File: config.mk
export PLATFORM = sky130hd
export DESIGN_NAME = hilo_muldiv_unit_flat
export DESIGN_NICKNAME = d
export VERILOG_FILES = /design/src/rtl/minisys_pkg.sv /design/src/rtl/hilo_muldiv_unit_if.sv /design/src/rtl/hilo_div_iter.sv /design/src/rtl/hilo_muldiv_unit.sv /design/src/flat_wrapper.sv
export SDC_FILE = /design/constraint.sdc
export NUM_CORES = 1
export LEC_CHECK = 0
export ABC_AREA = 1
export CAP_MARGIN = 20
export CORE_AREA = 2 2 261 263
export CTS_CLUSTER_SIZE = 20
export DETAILED_ROUTE_END_ITERATION = 12
export DIE_AREA = 0 0 263 265
export GPL_TIMING_DRIVEN = 0
export PLACE_DENSITY = 0.49
export SLEW_MARGIN = 20
export SYNTH_ARGS = -nofsm -noshare
export SYNTH_HDL_FRONTEND = slang
export SYNTH_SLANG_ARGS = --single-unit
File: constraint.sdc
create_clock -name clock -period 11.9 [get_ports clock]
set_input_delay 1.785 -clock clock [delete_from_list [all_inputs] [get_ports clock]]
set_output_delay 1.785 -clock clock [all_outputs]
set_load 0.01 [all_outputs]
File: src/rtl/minisys_pkg.sv
// Shared decode constants, FSM encoding and small helpers for the Minisys
// multiply/divide unit.
package minisys_pkg;

  // Primary opcode of every R-type instruction.
  localparam logic [5:0] OP_RTYPE    = 6'b000000;

  // R-type function codes served by the HI/LO unit.
  localparam logic [5:0] FUNCT_MFHI  = 6'b010000;
  localparam logic [5:0] FUNCT_MTHI  = 6'b010001;
  localparam logic [5:0] FUNCT_MFLO  = 6'b010010;
  localparam logic [5:0] FUNCT_MTLO  = 6'b010011;
  localparam logic [5:0] FUNCT_MULT  = 6'b011000;
  localparam logic [5:0] FUNCT_MULTU = 6'b011001;
  localparam logic [5:0] FUNCT_DIV   = 6'b011010;
  localparam logic [5:0] FUNCT_DIVU  = 6'b011011;

  typedef enum logic [1:0] {
    ST_IDLE = 2'd0,
    ST_BUSY = 2'd1,
    ST_DONE = 2'd2
  } state_t;

  // mult/multu/div/divu share the 0110xx pattern.
  function automatic logic is_muldiv_funct(input logic [5:0] funct);
    return funct[5:2] == 4'b0110;
  endfunction

  // Absolute value for signed ops, pass-through for unsigned ones.
  function automatic logic [31:0] magnitude(input logic [31:0] v, input logic is_signed);
    return (is_signed && v[31]) ? (~v + 32'd1) : v;
  endfunction

endpackage

File: src/rtl/hilo_muldiv_unit_if.sv
// Execute-stage connection between the core and the HI/LO multiply/divide unit.
interface hilo_muldiv_unit_if;

  logic        Instr_valid;
  logic [5:0]  Exe_opcode;
  logic [5:0]  Function_opcode;
  logic [31:0] Read_data_1;
  logic [31:0] Read_data_2;
  logic        Stall;
  logic        Done;
  logic [31:0] HI_result;
  logic [31:0] LO_result;
  logic [31:0] Mf_result;

  // Core side: presents the decoded instruction, consumes stall and results.
  modport master (
    output Instr_valid, Exe_opcode, Function_opcode, Read_data_1, Read_data_2,
    input  Stall, Done, HI_result, LO_result, Mf_result
  );

  // Unit side.
  modport slave (
    input  Instr_valid, Exe_opcode, Function_opcode, Read_data_1, Read_data_2,
    output Stall, Done, HI_result, LO_result, Mf_result
  );

endinterface

File: src/rtl/hilo_div_iter.sv
// Restoring divider on unsigned magnitudes: one quotient bit per step.
// quotient/remainder show the result of the step taken at the next edge,
// so the caller can capture the final values on the 32nd step's edge.
module hilo_div_iter (
  input  logic        clock,
  input  logic        reset_n,
  input  logic        start,
  input  logic        step,
  input  logic [31:0] dividend,
  input  logic [31:0] divisor,
  output logic [31:0] quotient,
  output logic [31:0] remainder
);

  logic [31:0] rem_reg, quo_reg, dsr_reg;
  logic [32:0] partial, diff;
  logic        fits;

  // The partial remainder stays below the divisor, so the 33-bit difference
  // is negative exactly when its top bit is set.
  assign partial   = {rem_reg, quo_reg[31]};
  assign diff      = partial - {1'b0, dsr_reg};
  assign fits      = ~diff[32];
  assign quotient  = {quo_reg[30:0], fits};
  assign remainder = fits ? diff[31:0] : partial[31:0];

  // Load operands on start, otherwise shift in one quotient bit per step.
  always_ff @(posedge clock) begin
    if (!reset_n) begin
      rem_reg <= '0;
      quo_reg <= '0;
      dsr_reg <= '0;
    end else if (start) begin
      rem_reg <= '0;
      quo_reg <= dividend;
      dsr_reg <= divisor;
    end else if (step) begin
      rem_reg <= remainder;
      quo_reg <= quotient;
    end
  end

endmodule

File: src/rtl/hilo_muldiv_unit.sv
// Multi-cycle multiply/divide unit with architectural HI/LO registers.
// Holds the core via Stall while an operation runs, retires into HI/LO,
// and serves mfhi/mflo/mthi/mtlo.
module hilo_muldiv_unit
  import minisys_pkg::*;
#(
  parameter bit MUL_SINGLE_CYCLE = 1'b0
) (
  input  logic              clock,
  input  logic              reset_n,
  hilo_muldiv_unit_if.slave bus
);

  state_t      state_reg, state_next;
  logic [4:0]  cnt_reg;
  logic [63:0] acc_reg, acc_step;
  logic [31:0] a_mag_reg, a_raw_reg, hi_reg, lo_reg;
  logic        op_div_reg, neg_q_reg, neg_r_reg, b_zero_reg;

  logic        is_rtype, is_muldiv, is_signed_op, issue, retire, busy;
  logic [31:0] a_mag, b_mag;
  logic [32:0] mul_sum;
  logic [63:0] prod_mag, prod_fix;
  logic [31:0] q_mag, r_mag, q_fix, r_fix, hi_new, lo_new;

  assign is_rtype     = bus.Instr_valid && (bus.Exe_opcode == OP_RTYPE);
  assign is_muldiv    = is_rtype && is_muldiv_funct(bus.Function_opcode);
  assign is_signed_op = (bus.Function_opcode == FUNCT_MULT) ||
                        (bus.Function_opcode == FUNCT_DIV);
  assign a_mag        = magnitude(bus.Read_data_1, is_signed_op);
  assign b_mag        = magnitude(bus.Read_data_2, is_signed_op);
  assign busy         = (state_reg == ST_BUSY);
  assign issue        = (state_reg == ST_IDLE) && is_muldiv;
  assign retire       = busy && ((cnt_reg == 5'd31) || (MUL_SINGLE_CYCLE && !op_div_reg));

  // Shift-add step: the low half starts as the multiplier and is consumed
  // LSB first while the partial product builds up in the high half.
  assign mul_sum  = {1'b0, acc_reg[63:32]} + (acc_reg[0] ? {1'b0, a_mag_reg} : 33'd0);
  assign acc_step = {mul_sum, acc_reg[31:1]};

  generate
    if (MUL_SINGLE_CYCLE) begin : g_mul_native
      // The multiplier magnitude is still untouched in acc_reg[31:0] on the
      // first BUSY cycle.
      assign prod_mag = 64'(a_mag_reg) * 64'(acc_reg[31:0]);
    end else begin : g_mul_iter
      assign prod_mag = acc_step;
    end
  endgenerate

  hilo_div_iter u_div (
    .clock     (clock),
    .reset_n   (reset_n),
    .start     (issue),
    .step      (busy),
    .dividend  (a_mag),
    .divisor   (b_mag),
    .quotient  (q_mag),
    .remainder (r_mag)
  );

  assign prod_fix = neg_q_reg ? (~prod_mag + 64'd1) : prod_mag;
  assign q_fix    = neg_q_reg ? (~q_mag + 32'd1) : q_mag;
  assign r_fix    = neg_r_reg ? (~r_mag + 32'd1) : r_mag;

  // Select the value retired into HI/LO, including the divide-by-zero result.
  always_comb begin
    hi_new = prod_fix[63:32];
    lo_new = prod_fix[31:0];
    if (op_div_reg) begin
      if (b_zero_reg) begin
        hi_new = a_raw_reg;
        lo_new = '1;
      end else begin
        hi_new = r_fix;
        lo_new = q_fix;
      end
    end
  end

  // FSM state register.
  always_ff @(posedge clock) begin
    if (!reset_n) state_reg <= ST_IDLE;
    else          state_reg <= state_next;
  end

  // Next state plus Stall/Done; Stall is forced low while in reset.
  always_comb begin
    state_next = state_reg;
    bus.Stall  = 1'b0;
    bus.Done   = 1'b0;
    case (state_reg)
      ST_IDLE: begin
        bus.Stall = is_muldiv;
        if (is_muldiv) state_next = ST_BUSY;
      end
      ST_BUSY: begin
        bus.Stall = 1'b1;
        if (retire) state_next = ST_DONE;
      end
      ST_DONE: begin
        bus.Done   = 1'b1;
        state_next = ST_IDLE;
      end
      default: state_next = ST_IDLE;
    endcase
    if (!reset_n) bus.Stall = 1'b0;
  end

  // Operand latch, iteration counter, accumulator and HI/LO updates.
  always_ff @(posedge clock) begin
    if (!reset_n) begin
      cnt_reg    <= '0;
      acc_reg    <= '0;
      a_mag_reg  <= '0;
      a_raw_reg  <= '0;
      hi_reg     <= '0;
      lo_reg     <= '0;
      op_div_reg <= 1'b0;
      neg_q_reg  <= 1'b0;
      neg_r_reg  <= 1'b0;
      b_zero_reg <= 1'b0;
    end else begin
      case (state_reg)
        ST_IDLE: begin
          if (issue) begin
            cnt_reg    <= '0;
            acc_reg    <= {32'd0, b_mag};
            a_mag_reg  <= a_mag;
            a_raw_reg  <= bus.Read_data_1;
            op_div_reg <= bus.Function_opcode[1];
            neg_q_reg  <= is_signed_op && (bus.Read_data_1[31] ^ bus.Read_data_2[31]);
            neg_r_reg  <= is_signed_op && bus.Read_data_1[31];
            b_zero_reg <= (bus.Read_data_2 == 32'd0);
          end else if (is_rtype && bus.Function_opcode == FUNCT_MTHI) begin
            hi_reg <= bus.Read_data_1;
          end else if (is_rtype && bus.Function_opcode == FUNCT_MTLO) begin
            lo_reg <= bus.Read_data_1;
          end
        end
        ST_BUSY: begin
          cnt_reg <= cnt_reg + 5'd1;
          acc_reg <= acc_step;
          if (retire) begin
            hi_reg <= hi_new;
            lo_reg <= lo_new;
          end
        end
        default: ;
      endcase
    end
  end

  assign bus.HI_result = hi_reg;
  assign bus.LO_result = lo_reg;

  // mfhi/mflo read-out, valid in every state.
  always_comb begin
    bus.Mf_result = '0;
    if (is_rtype && bus.Function_opcode == FUNCT_MFHI) bus.Mf_result = hi_reg;
    if (is_rtype && bus.Function_opcode == FUNCT_MFLO) bus.Mf_result = lo_reg;
  end

endmodule

File: src/flat_wrapper.sv
// flat-port wrapper written by rule: the top's interface ports become plain ports
module hilo_muldiv_unit_flat import minisys_pkg::*;
#(
  parameter bit MUL_SINGLE_CYCLE = 1'b0
)
  (clock, reset_n, bus_Instr_valid, bus_Exe_opcode, bus_Function_opcode, bus_Read_data_1, bus_Read_data_2, bus_Stall, bus_Done, bus_HI_result, bus_LO_result, bus_Mf_result);
  hilo_muldiv_unit_if bus_i ();
  input  logic clock;
  input  logic reset_n;
  input wire logic [$bits(bus_i.Instr_valid)-1:0] bus_Instr_valid;
  input wire logic [$bits(bus_i.Exe_opcode)-1:0] bus_Exe_opcode;
  input wire logic [$bits(bus_i.Function_opcode)-1:0] bus_Function_opcode;
  input wire logic [$bits(bus_i.Read_data_1)-1:0] bus_Read_data_1;
  input wire logic [$bits(bus_i.Read_data_2)-1:0] bus_Read_data_2;
  output wire logic [$bits(bus_i.Stall)-1:0] bus_Stall;
  output wire logic [$bits(bus_i.Done)-1:0] bus_Done;
  output wire logic [$bits(bus_i.HI_result)-1:0] bus_HI_result;
  output wire logic [$bits(bus_i.LO_result)-1:0] bus_LO_result;
  output wire logic [$bits(bus_i.Mf_result)-1:0] bus_Mf_result;
  assign bus_i.Instr_valid = bus_Instr_valid;
  assign bus_i.Exe_opcode = bus_Exe_opcode;
  assign bus_i.Function_opcode = bus_Function_opcode;
  assign bus_i.Read_data_1 = bus_Read_data_1;
  assign bus_i.Read_data_2 = bus_Read_data_2;
  assign bus_Stall = bus_i.Stall;
  assign bus_Done = bus_i.Done;
  assign bus_HI_result = bus_i.HI_result;
  assign bus_LO_result = bus_i.LO_result;
  assign bus_Mf_result = bus_i.Mf_result;
  hilo_muldiv_unit #(.MUL_SINGLE_CYCLE(MUL_SINGLE_CYCLE)) u_core (.clock(clock), .reset_n(reset_n), .bus(bus_i));
endmodule
==> impl_metrics.py <==
metrics = {
    "sta": {
        "period_minus_slack_ns": 7.51,
        "fmax_mhz": 133,
        "tns_ns": 0,
        "setup_viol": 0,
        "rsz0062_at_grt": "no",
        "setup_ws_ns": 4.39,
        "worst_pin_slew_ns": 1.26,
        "fin_skew_ns": 0.0158,
        "post-route-period-util_pct": 63.1,
        "finalMaxSlewViolations": 0,
        "hold_viol": 0,
        "relSlewSlack_pct": 15.9,
    },
    "synthesis": {
        "ys_seq_elements": 298,
        "synth-simple-area-share_pct": 36.1,
        "muxShareOfSynthArea_pct": 0,
        "synthesis.nets": 4114,
        "synth_fa_ha_area_share_pct": 3.99,
        "synth_area_per_cell_um2": 5.88,
        "yosys.area.top_type_share_pct": 25.6,
        "ys_warn_count": 0,
        "synth_area_um2": 23300,
        "synthFlopType": "dfxtp_1",
        "synth_edf_count": 0,
        "synthArstFlopShare_pct": 0,
        "synth-xor-area-share_pct": 1.69,
        "synth_compound_area_share_pct": 20.9,
        "synth_top_family_by_area": "simple AND/OR/NAND/NOR gates",
        "synth_cell_type_count": 65,
        "seq_area_frac_synth_pct": 25.6,
        "synth_top_area_cell": "dfxtp_1",
        "synthCells": 3962,
        "yosys-top-cells-area": "dfxtp_1 26%, nand2_1 18%, inv_1 8.4%",
    },
    "run": {
        "drv_cap": 0,
    },
    "power": {
        "internal_power_uw": 1790,
        "swShare_pct": 27.4,
        "pwr_density_cell_nw_per_um2": 89.8,
        "power.leakage_uw": 0.0128,
        "p_switching_uw": 675,
        "clockPowerShare_pct": 49.7,
        "p_comb_share_pct": 9.7,
        "vdd_drop_max_v": 0.0000761,
        "power.total_uw": 2460,
        "seqPwrFrac_pct": 40.6,
    },
    "placed_design": {
        "dpl.hpwl_um": 102000,
        "place_area_um2": 26100,
        "gp_congestion": 1.00,
        "dp_slack_ns": 4.44,
        "io_buffers": 176,
    },
    "final_layout": {
        "fin_nets": 4330,
        "layout-drive-gt1-share_pct": 4.66,
        "multi_input_area_um2": 14600,
        "layout_common_cells": "1,095 x nand2_1, 519 x inv_1, 385 x nor2_1",
        "largest_reg_flops": 64,
        "fin_util_pct": 41.0,
        "final_common_cell": "nand2_1",
        "areaGrowthSynthToFinish_pct": 17.7,
        "fillers": 7447,
        "regArea_um2": 5970,
        "design_area_um2": 27400,
    },
    "clock_tree": {
        "path_clk_slew_ns": 0.06,
        "cts_root_buffer": "clkbuf_16",
        "htreeDepth": 2,
        "cts_setup_buffers": 0,
        "cts_tree": "yes",
        "cts_made_buffers": 38,
        "cts_hold_buf": 0,
        "clk_latency_ns": 0.59,
        "cts.sinks": 298,
        "cts_resized": 0,
        "cts_buffer_depth": 3,
    },
    "hold_path": {
        "hold_class": "reg -> reg",
        "hp-start": "u_core.cnt_reg[3]",
    },
    "setup_path": {
        "path_class": "in -> out",
        "timing.rr.start": "u_core.u_div.quo_reg[31]",
        "critPathMaxFanout": 10,
        "required_ns": 10.12,
        "crit_path_start_kind": "primary input",
        "worst_ep_arrival_time_ns": 5.73,
        "worstSetupEndpointType": "primary output",
        "crit_start": "bus_Exe_opcode[1]",
    },
    "global_routing": {
        "antenna_found_initial": 5,
        "grt_pass1_vias": 25681,
        "grt_use_total_pct": 34.5,
        "grt-ovfl-total": 0,
        "grt_pass1_wl_um": 177000,
        "grt_max_degree": 12,
    },
    "floorplan": {
        "core-area_um2": 66800,
        "io_pins": 177,
        "die_w_um": 263,
        "initial_core_util_pct": 34.9,
        "die_h_um": 265,
        "rows": 95,
        "die-area_um2": 69700,
    },
    "detailed_routing": {
        "firstDrtPassIters": 6,
        "vias": 27837,
        "viasPerCell": 5.48,
        "wl_um": 124000,
        "remaining_drc_errors": 0,
        "ant_nets": 0,
        "post_drt_wl_per_cell_um": 24.4,
        "drt_iter0_drc": 3107,
    },
    "outcome": {
        "status": "completed",
    },
}
-- worst max-delay path, cell delays in order --
cell and delay [ns]:
clkdlybuf4s50_1 0.40, nor2_1 0.15, nand3b_1 0.10, nor4_1 0.55
nand2_1 0.33, inv_1 0.39, nor2_1 0.11, clkbuf_1 0.43
nor2_1 0.25, clkbuf_1 0.54, clkdlybuf4s50_1 0.67
-- path summary, 6_finish.rpt --
kind | slack [ns] | end | cells after the start
worst max-delay path | 4.39 | bus_Stall | 11
worst max register to register | 6.54 | u_core.bus.LO_result[28] | 27
worst min-delay path | 0.46 | u_core.cnt_reg[3] | 2
worst min register to register | 0.46 | u_core.cnt_reg[3] | 2
-- per-stage QoR --
| stage | hold WS [ns] | cells |
|---|---|---|
| floorplan | 0.423 | 3962 |
| global placement | 0.450 | 5011 |
| detailed placement | 0.447 | 5011 |
| CTS | 0.470 | 5076 |
| global route | 0.484 | 5076 |
| finish | 0.465 | 5077 |
-- metal layers --
layer | global-route usage [%] | wire [um] | vias to the layer above
li1 | - | - | 13377
met1 | 49.3 | 57700 | 12972
met2 | 51.0 | 50400 | 1282
met3 | 6.53 | 10600 | 198
met4 | 12.9 | 5030 | 8
met5 | 0 | 49 | -
-- power groups by stage --
stage	combinational, uW	sequential (uW)	clock, uW
after floorplan	127	1020	0
after global placement	231	1020	0
after detailed placement	230	1020	0
after CTS	231	999	1230
after global routing	256	998	1260
final	239	999	1220
-- synth_stat cells (3+ instances only) --
cell	n
nand3b_1	25
o21ai_2	5
buf_2	9
nand3_1	251
inv_1	519
o31ai_1	7
nand2_1	1095
nor2_1	385
o211ai_1	20
ha_1	71
nor2_2	14
nor3_1	57
xnor2_1	24
o311ai_0	4
o21a_1	7
a211oi_1	3
clkbuf_1	142
buf_1	19
o21ai_1	23
nand2_2	36
a21boi_0	7
a21o_1	11
buf_6	3
inv_2	10
nand3_2	4
xor2_1	21
o22ai_1	65
nand2_4	5
o21bai_1	11
nor4_1	17
dfxtp_1	298
a21oi_2	9
buf_4	3
clkinv_1	3
a31oi_1	56
nor2_4	8
nor3_2	6
o221ai_1	5
a22o_1	6
o21ai_0	342
nand4_1	34
or2_2	14
a21oi_1	278
-- layout make-up --
| cell class | instances | area share, % |
|---|---|---|
| inverter | 533 | 7.31 |
| clock inverter | 10 | 0.626 |
| sequential | 298 | 21.8 |
| tap | 873 | 3.99 |
| multi-input combinational | 2953 | 53.2 |
| timing repair buffer | 176 | 6.43 |
| antenna | 1 | 0.00913 |
| clock buffer | 55 | 3.93 |
| buffer | 178 | 2.69 |
-- cell families after synthesis --
kind of cell / Yosys count
adders and majority gates: 73
DFF: 298
buffers and inverters: 711
xor gates and xnor gates: 45
and+or+nand+nor: 1963
AOI/OAI and AO/OA: 872
Note: power is estimated with default switching activity, not from simulation.
